[config.mk]
export PLATFORM = sky130hd
export DESIGN_NAME = sim_run_controller
export DESIGN_NICKNAME = d
export VERILOG_FILES = /design/src/rtl/sim_ctrl_pkg.sv /design/src/rtl/sim_sat_counter.sv /design/src/rtl/sim_run_controller.sv
export SDC_FILE = /design/constraint.sdc
export NUM_CORES = 1
export LEC_CHECK = 0
export CAP_MARGIN = 20
export CORE_MARGIN = 5
export CORE_UTILIZATION = 50
export CTS_BUF_LIST = sky130_fd_sc_hd__clkbuf_8
export DETAILED_ROUTE_END_ITERATION = 7
export PLACE_DENSITY = 0.84
export RECOVER_POWER = 100
export SLEW_MARGIN = 20
export SYNTH_ARGS = -nofsm -noshare
export SYNTH_HDL_FRONTEND = slang
export SYNTH_SLANG_ARGS = --single-unit
[constraint.sdc]
create_clock -name clk -period 5.8 [get_ports clk]
set_input_delay 0.58 -clock clk [delete_from_list [all_inputs] [get_ports clk]]
set_output_delay 0.58 -clock clk [all_outputs]
set_load 0.05 [all_outputs]
[src/rtl/sim_ctrl_pkg.sv]
// ---------------------------------------------------------------------------
// sim_ctrl_pkg
// Shared encodings for the simulation run/finish controller.
//   run_state_t  : controller state; the value is also the externally
//                  visible status code, so the encoding is fixed.
//   TOHOST_PASS  : value stored to tohost that means "test passed".
//   is_terminal(): true for the sticky end-of-test states.
// ---------------------------------------------------------------------------
package sim_ctrl_pkg;

    typedef enum logic [2:0] {
        ST_HOLD    = 3'd0,
        ST_RUN     = 3'd1,
        ST_PASS    = 3'd2,
        ST_FAIL    = 3'd3,
        ST_HANG    = 3'd4,
        ST_TIMEOUT = 3'd5
    } run_state_t;

    localparam int unsigned TOHOST_PASS = 1;

    // Every state other than HOLD and RUN ends the test and stays put
    // until restart or harness reset.
    function automatic logic is_terminal(input run_state_t s);
        return (s == ST_PASS) || (s == ST_FAIL) ||
               (s == ST_HANG) || (s == ST_TIMEOUT);
    endfunction

endpackage

[src/rtl/sim_sat_counter.sv]
// ---------------------------------------------------------------------------
// sim_sat_counter
// Up-counter that sticks at all-ones instead of wrapping.
//   clk   : clock, rising edge
//   reset : asynchronous active-low reset, clears q
//   clr   : synchronous clear, wins over inc
//   inc   : count enable
//   q     : current count
// ---------------------------------------------------------------------------
module sim_sat_counter #(
    parameter int W = 32
) (
    input  logic         clk,
    input  logic         reset,
    input  logic         clr,
    input  logic         inc,
    output logic [W-1:0] q
);

    // A long soak run must never wrap back to a small, misleading count,
    // so the counter freezes once every bit is set.
    always_ff @(posedge clk or negedge reset) begin
        if (!reset) begin
            q <= '0;
        end else if (clr) begin
            q <= '0;
        end else if (inc && (q != '1)) begin
            q <= q + W'(1);
        end
    end

endmodule

[src/rtl/sim_run_controller.sv]
// ---------------------------------------------------------------------------
// sim_run_controller
// Run/finish controller that sits beside an RV32I core in a bench or on an
// FPGA. It holds the core in reset for a fixed number of cycles, lets it run,
// snoops the retire and store buses, and latches how the test ended:
// a tohost store (PASS/FAIL), a self-loop (HANG) or a cycle limit (TIMEOUT).
//
// Ports
//   clk, reset     : clock and asynchronous active-low harness reset
//   restart        : one-cycle pulse, re-runs the test from the reset hold
//   retire_valid   : an instruction retired this cycle
//   retire_pc      : PC of that instruction
//   mem_write      : data store strobe
//   mem_addr       : store byte address
//   mem_wdata      : store data
//   core_reset     : active-high reset to the core
//   running        : high while the core is running
//   done           : high once the test has ended
//   status         : run_state_t encoding of the current state
//   fail_code      : tohost value >> 1 after a FAIL, otherwise 0
//   cycle_count    : cycles spent running
//   retire_count   : instructions retired while running
// ---------------------------------------------------------------------------
module sim_run_controller
    import sim_ctrl_pkg::*;
#(
    parameter int              XLEN         = 32,
    parameter int              CNT_W        = 32,
    parameter int              RESET_CYCLES = 4,
    parameter int              MAX_CYCLES   = 1000,
    parameter logic [XLEN-1:0] TOHOST_ADDR  = 'h0000_1000,
    parameter int              LOOP_LIMIT   = 8
) (
    input  logic             clk,
    input  logic             reset,
    input  logic             restart,
    input  logic             retire_valid,
    input  logic [XLEN-1:0]  retire_pc,
    input  logic             mem_write,
    input  logic [XLEN-1:0]  mem_addr,
    input  logic [XLEN-1:0]  mem_wdata,
    output logic             core_reset,
    output logic             running,
    output logic             done,
    output logic [2:0]       status,
    output logic [XLEN-2:0]  fail_code,
    output logic [CNT_W-1:0] cycle_count,
    output logic [CNT_W-1:0] retire_count
);

    localparam int HOLD_W = (RESET_CYCLES > 1) ? $clog2(RESET_CYCLES) : 1;
    localparam int LOOP_W = $clog2(LOOP_LIMIT + 1);

    run_state_t        state;
    logic [HOLD_W-1:0] hold_cnt;
    logic [LOOP_W-1:0] loop_cnt;
    logic [LOOP_W-1:0] loop_next;
    logic [XLEN-1:0]   last_pc;
    logic              in_run;
    logic              tohost_hit;
    logic              loop_hit;
    logic              timeout_hit;

    assign in_run = (state == ST_RUN);

    // Termination conditions seen during the current run cycle. A store of
    // zero to tohost is treated as a no-op. The loop streak uses the value
    // the counter would take this cycle, so the LOOP_LIMIT-th identical
    // retire itself triggers HANG.
    always_comb begin
        loop_next = LOOP_W'(1);
        if (retire_pc == last_pc) begin
            loop_next = loop_cnt + LOOP_W'(1);
        end
    end

    assign tohost_hit  = mem_write && (mem_addr == TOHOST_ADDR) && (mem_wdata != '0);
    assign loop_hit    = retire_valid && (loop_next == LOOP_W'(LOOP_LIMIT));
    assign timeout_hit = (cycle_count == CNT_W'(MAX_CYCLES - 1));

    // Both counters are cleared by restart and only advance while running,
    // which also freezes them in the terminal states.
    sim_sat_counter #(.W(CNT_W)) u_cycle_cnt (
        .clk   (clk),
        .reset (reset),
        .clr   (restart),
        .inc   (in_run),
        .q     (cycle_count)
    );

    sim_sat_counter #(.W(CNT_W)) u_retire_cnt (
        .clk   (clk),
        .reset (reset),
        .clr   (restart),
        .inc   (in_run && retire_valid),
        .q     (retire_count)
    );

    // Main controller: reset hold, run with prioritised end-of-test checks
    // (tohost, then self-loop, then timeout), and sticky terminal states.
    // restart overrides everything and starts a fresh hold.
    always_ff @(posedge clk or negedge reset) begin
        if (!reset) begin
            state     <= ST_HOLD;
            hold_cnt  <= '0;
            loop_cnt  <= '0;
            last_pc   <= '0;
            fail_code <= '0;
        end else if (restart) begin
            state     <= ST_HOLD;
            hold_cnt  <= '0;
            loop_cnt  <= '0;
            last_pc   <= '0;
            fail_code <= '0;
        end else begin
            case (state)
                ST_HOLD: begin
                    if (hold_cnt == HOLD_W'(RESET_CYCLES - 1)) begin
                        state    <= ST_RUN;
                        hold_cnt <= '0;
                    end else begin
                        hold_cnt <= hold_cnt + HOLD_W'(1);
                    end
                end
                ST_RUN: begin
                    if (retire_valid) begin
                        loop_cnt <= loop_next;
                        last_pc  <= retire_pc;
                    end
                    if (tohost_hit) begin
                        if (mem_wdata == XLEN'(TOHOST_PASS)) begin
                            state <= ST_PASS;
                        end else begin
                            state     <= ST_FAIL;
                            fail_code <= mem_wdata[XLEN-1:1];
                        end
                    end else if (loop_hit) begin
                        state <= ST_HANG;
                    end else if (timeout_hit) begin
                        state <= ST_TIMEOUT;
                    end
                end
                default: begin
                    state <= state;
                end
            endcase
        end
    end

    // Outputs are pure decodes of the registered state: the core is held in
    // reset whenever it is not running, including after the test ends.
    assign status     = state;
    assign running    = in_run;
    assign core_reset = !in_run;
    assign done       = is_terminal(state);

endmodule

---- Yosys cells after proc, flatten, opt, wreduce, memory -nomap -nowiden ----
Cells that the tools add are included.
operators by class
  add/subtract/negate cells ............... 4
  eq/ne operators ......................... 16
  mux-type cells .......................... 25
  reduce and logical (&&, ||, !) cells .... 22
operators by type and width
  cell                                                    count
  two-way mux 32 bit                                      7
  two-way mux 31 bit                                      4
  adder 32 x 1 -> 32 bit (second input constant)          2
  inequality test 32 bit (second input constant)          2
  equality test 32 x 1 -> 1 bit (second input constant)   1
  equality test 32 x 10 -> 1 bit (second input constant)  1
  equality test 32 x 13 -> 1 bit (second input constant)  1
  equality test 32 bit                                    1
  nonzero test 32 bit                                     1
  two-way mux 4 bit                                       4
  two-way mux 3 bit                                       5
  nonzero test 2 bit                                      6
  equality test 3 x 2 -> 1 bit (second input constant)    2
  equality test 3 bit (second input constant)             2
  logical AND 1 bit                                       6
  two-way mux 2 bit                                       3
  one-hot mux 3 bit (2 select lines)                      1
  AND reduction 3 bit                                     2
  inequality test 5 x 2 -> 1 bit (second input constant)  1
  adder 4 x 1 -> 4 bit (second input constant)            1
  equality test 4 bit (second input constant)             1
  equality test 3 x 1 -> 1 bit (second input constant)    1
  zero test 3 bit                                         1
  logical OR 1 bit                                        3
  other kinds (8)                                         8
word-level totals
  register bits ........................... 136
  bits of input ports ..................... 101
  output and inout port bits .............. 101
  word-level logic and storage cells ...... 74

---- Longest topological paths before layout ----
  word-level depth ........................ 8
  mapped depth ............................ 9
  gate-level depth less buffers ........... 7

---- Modules after synthesis ----
A second synthesis with hierarchy kept.
unflattened totals
  cells, all modules ...................... 743
  area, all modules ....................... 7221.9 um^2
by module, submodules not included
  module              times used  cells each  area an instance (um^2)  seq. area each (um^2)
  sim_sat_counter     2           198         1854.3                   800.8
  sim_run_controller  1           347         3513.4                   1801.7

---- Worst setup path after synthesis ----
No wires, ideal clock.
  kind .................................... flip-flop to flip-flop
  from .................................... register state[0] (netlist: status[0])
  to ...................................... register u_retire_cnt.q[18]
  library setup time ...................... 0.132 ns
  arrival ................................. 2.668 ns
  data required time ...................... 5.668 ns
  setup slack ............................. 3.001 ns
  cell stages (with the launch flop) ...... 10
  path buffers ............................ 2
  clock period less this slack ............ 2.799 ns
  cell sequence ........................... dfrtp_1 or3b_1 buf_2 inv_1 and2_1 buf_2 nand3_1 nor4_1 xnor2_1 nor2_1
on the way
  cells in the longest elaborated chain, start to end .. 4
ends and longest elaborated chain
  element                              RTL line                   RTL
  from (decl)                          sim_run_controller.sv:54   run_state_t state;
  from (signal assigned)               sim_run_controller.sv:144  state <= state;
  equality test 3 x 1 -> 1 bit         sim_run_controller.sv:64   assign in_run = (state == ST_RUN);
  via running                          sim_run_controller.sv:43   output logic running,
  logical AND 1 bit                    sim_run_controller.sv:95   .inc (in_run && retire_valid),
  logical AND 1 bit                    sim_sat_counter.sv:27      end else if (inc && (q != '1)) begin
  nonzero test 2 bit (no source line)  --
  to (signal assigned)                 sim_sat_counter.sv:28      q <= q + W'(1);
  to (decl)                            sim_sat_counter.sv:17      output logic [W-1:0] q
The timed path passes the listed nets, and every way through them passes these cells.
A chain may end at the register's enable or synchronous reset.

---- Worst setup path after layout ----
  from .................................... register state[2] (netlist: status[2])
  to ...................................... register u_retire_cnt.q[16]
on the way
  cells in the longest elaborated chain, start to end .. 4
ends and longest elaborated chain
  element                              RTL line
  equality test 3 x 1 -> 1 bit         sim_run_controller.sv:64
  logical AND 1 bit                    sim_run_controller.sv:95
  logical AND 1 bit                    sim_sat_counter.sv:27
  nonzero test 2 bit (no source line)  --
Every way passes these cells.

==> results.json <==
{
  "status": "finished, violations left",
  "violations": "max-capacitance violations, max-slew violations",
  "synthCells": 745,
  "placed_cells": 1101,
  "h-tree-depth": 4,
  "p_switching_uw": 477,
  "p_int_uw": 1630,
  "synth_edf_count": 0,
  "multiInputGateArea_sq_mm": 0.00336,
  "core-area_sq_mm": 0.0137,
  "clock.fmax_mhz": 267,
  "synth_compound_area_frac": 0.0693,
  "path_clk_slew_ps": 70,
  "power_frac_clock": 0.446,
  "async_flop_share": 1.00,
  "start_kind": "register",
  "final_cell_mix": "dfrtp_1, nand2_1, nor2_1, dlygate4sd3_1, clkdlybuf4s50_1",
  "grt_pass1_vias": 6214,
  "rsz0062_at_grt": "false",
  "vias_per_cell": 5.48,
  "gr-usage-met3": 0.0782,
  "crit_type": "register to register",
  "drtAntennaViolNets": 0,
  "synth_top_family_by_area": "simple AND/OR/NAND/NOR gates",
  "overflow": 0,
  "drc": 0,
  "cts_root_buffer": "clkbuf_8",
  "synthMuxAreaShare": 0.0524,
  "syn_nets": 850,
  "vias": 6219,
  "maxSlewHeadroom": -1.22,
  "cts_buffers": 17,
  "cts.sinks": 136,
  "mostFrequentLayoutCell": "dfrtp_1",
  "tightest_slew_ps": 3330,
  "dp.final_hpwl_um": 13000,
  "synth-seq-cells": 136,
  "fill_cells": 1082,
  "p_seq_frac": 0.462,
  "num_rows": 43,
  "met1_usage": 0.309,
  "power_frac_comb": 0.093,
  "hold_depth": 2,
  "setup_slack_ps": 2050,
  "setup_viol": 0,
  "first_pass_iters": 5,
  "met2_usage": 0.367,
  "finalCritPeriodShare": 0.647,
  "skew_ps": 11.3,
  "final_cells": 1134,
  "cp.required_ps": 6090,
  "wl_per_cell_um": 16.1,
  "wl_um": 18300,
  "hold_class": "register to register",
  "tritoncts": "yes",
  "placed_area_sq_mm": 0.00906,
  "die_w_um": 127,
  "period_minus_slack_ps": 3750,
  "start_util": 0.503,
  "gp_congestion": 0.849,
  "port_buffers": 201,
  "io-pin-count": 202,
  "dp_slack_ps": 2430,
  "syn2layout_area_growth_pct": 38.2,
  "grt_use_total": 0.233,
  "clock_latency_ps": 430,
  "top_usage_layer": "met2",
  "grt_pass1_wl_um": 30700,
  "hold_viol_final": 0,
  "p_leak_uw": 0.00440,
  "synthXorXnorAreaFrac": 0.103,
  "critPathArrivalTime_ps": 4040,
  "seq_area_frac_synth": 0.493,
  "hold_ws_ps": 524,
  "yosysWarnings": 0,
  "maxCapViolations": 4,
  "drive_above_1_share": 0.0462,
  "p_sw_frac": 0.227,
  "synth.distinct_cells": 44,
  "ys.flop_type": "dfrtp_1",
  "grt_max_degree": 76,
  "power_density_mw_per_mm2": 221,
  "ctsHoldBuffers": 0,
  "slew_viol_final": 217,
  "synth-simple-area-share": 0.254,
  "synth.avg_cell_area_sq_um": 9.26,
  "regArea_sq_mm": 0.00340,
  "synth_fa_ha_area_frac": 0.00725,
  "drt-initial-drc-count": 490,
  "die_y_um": 127,
  "die_area_sq_mm": 0.0162,
  "peakVddDrop_v": 0.000171,
  "cts_buffer_depth": 2,
  "cts_resized": 0,
  "final_cell_area_sq_mm": 0.00953,
  "reg2reg_depth": 8,
  "end_kind": "register",
  "cp_max_fo": 37,
  "antenna_found_initial": 1,
  "fin_nets": 1045,
  "synthesis.area_sq_mm": 0.00690,
  "setup-tns-final_ps": 0,
  "postCtsSetupRepairBufs": 0
}
[metrics by stage]
stage | utilization | total power, uW
finish | 0.695 | 2100
floorplan | - | 1070
detailed placement | 0.661 | 1190
global route | 0.695 | 2190
global placement | 0.661 | 1190
CTS | 0.696 | 2130
[power groups by stage]
stage,Sequential (uW),Combinational (uW),Clock [uW]
finish,972,195,938
global route,973,215,1000
detailed placement,990,199,0
CTS,971,200,960
global placement,989,197,0
floorplan,995,71.5,0
[final cells by class]
type / count / share of cell area
multi-input combinational: 572 / 0.353
tap: 180 / 0.0236
antenna: 1 / 0.000263
inverter: 7 / 0.00276
clock buffer: 19 / 0.0274
sequential: 136 / 0.357
clock inverter: 13 / 0.0235
timing repair buffer: 206 / 0.213
[routing by layer]
layer | up-vias | wire length (um)
li1 | 2987 | -
met1 | 3000 | 7790
met2 | 214 | 8870
met3 | 18 | 1430
met4 | 0 | 216
met5 | - | 0
[synthesized netlist by cell type (2+ instances only)]
cell,n,area [sq um]
and3_1,7,43.8
mux2i_1,35,350
or3_1,14,87.6
buf_1,3,11.3
nor2_1,102,383
clkbuf_1,22,82.6
nand4_1,18,113
inv_1,7,26.3
and4_1,8,70.1
or4_1,3,22.5
nor4b_1,4,35.0
a31oi_1,6,37.5
nand3_1,33,165
xnor2_1,33,289
dfrtp_1,136,3400
a21oi_1,55,275
nor3_1,27,135
nor3b_1,2,15.0
o31ai_1,2,15.0
o21ai_0,13,65.1
buf_2,5,25.0
o21a_1,2,15.0
nor4_1,30,188
or2_2,2,12.5
and2_1,3,18.8
xor2_1,48,420
nand2_1,105,394
ha_1,4,50.1
[final timing paths]
check | end | slack (ps) | start
max in group asynchronous | u_cycle_cnt.q[4] | 2260 | reset
worst min-delay path | fail_code[3] | 520 | fail_code[3]
min in group asynchronous | last_pc[21] | 1240 | reset
worst max-delay path | u_retire_cnt.q[16] | 2050 | status[2]
worst min register to register | fail_code[3] | 520 | fail_code[3]
worst max register to register | u_retire_cnt.q[16] | 2050 | status[2]
[flip-flops by register name, indices dropped and copies added (netlist names)]
register / flops
fail_code: 31
hold_cnt: 2
last_pc: 32
loop_cnt: 4
status: 3
u_cycle_cnt.q: 32
u_retire_cnt.q: 32
[worst max-delay path, cell delays in order (launching register included)]
cell	delay, ps
dfrtp_1	470
or3b_1	530
inv_1	230
and2_1	150
clkbuf_1	1200
nand3_1	400
nor4_1	410
xnor2_1	160
nor2_1	50
[cells by family (layout without fill, tap and decap cells)]
logic type               count (synthesis)  in the layout
AND/OR/NAND/NOR                        365            365
AO/OA/AOI/OAI                           86             86
flip-flops                             136            136
buffers and inverters                   37            245
adder cells (fa/ha/maj)                  4              4
other                                    0              1
multiplexers                            36             36
XOR/XNOR                                81             81
Note: power is estimated with default switching activity, not from simulation.
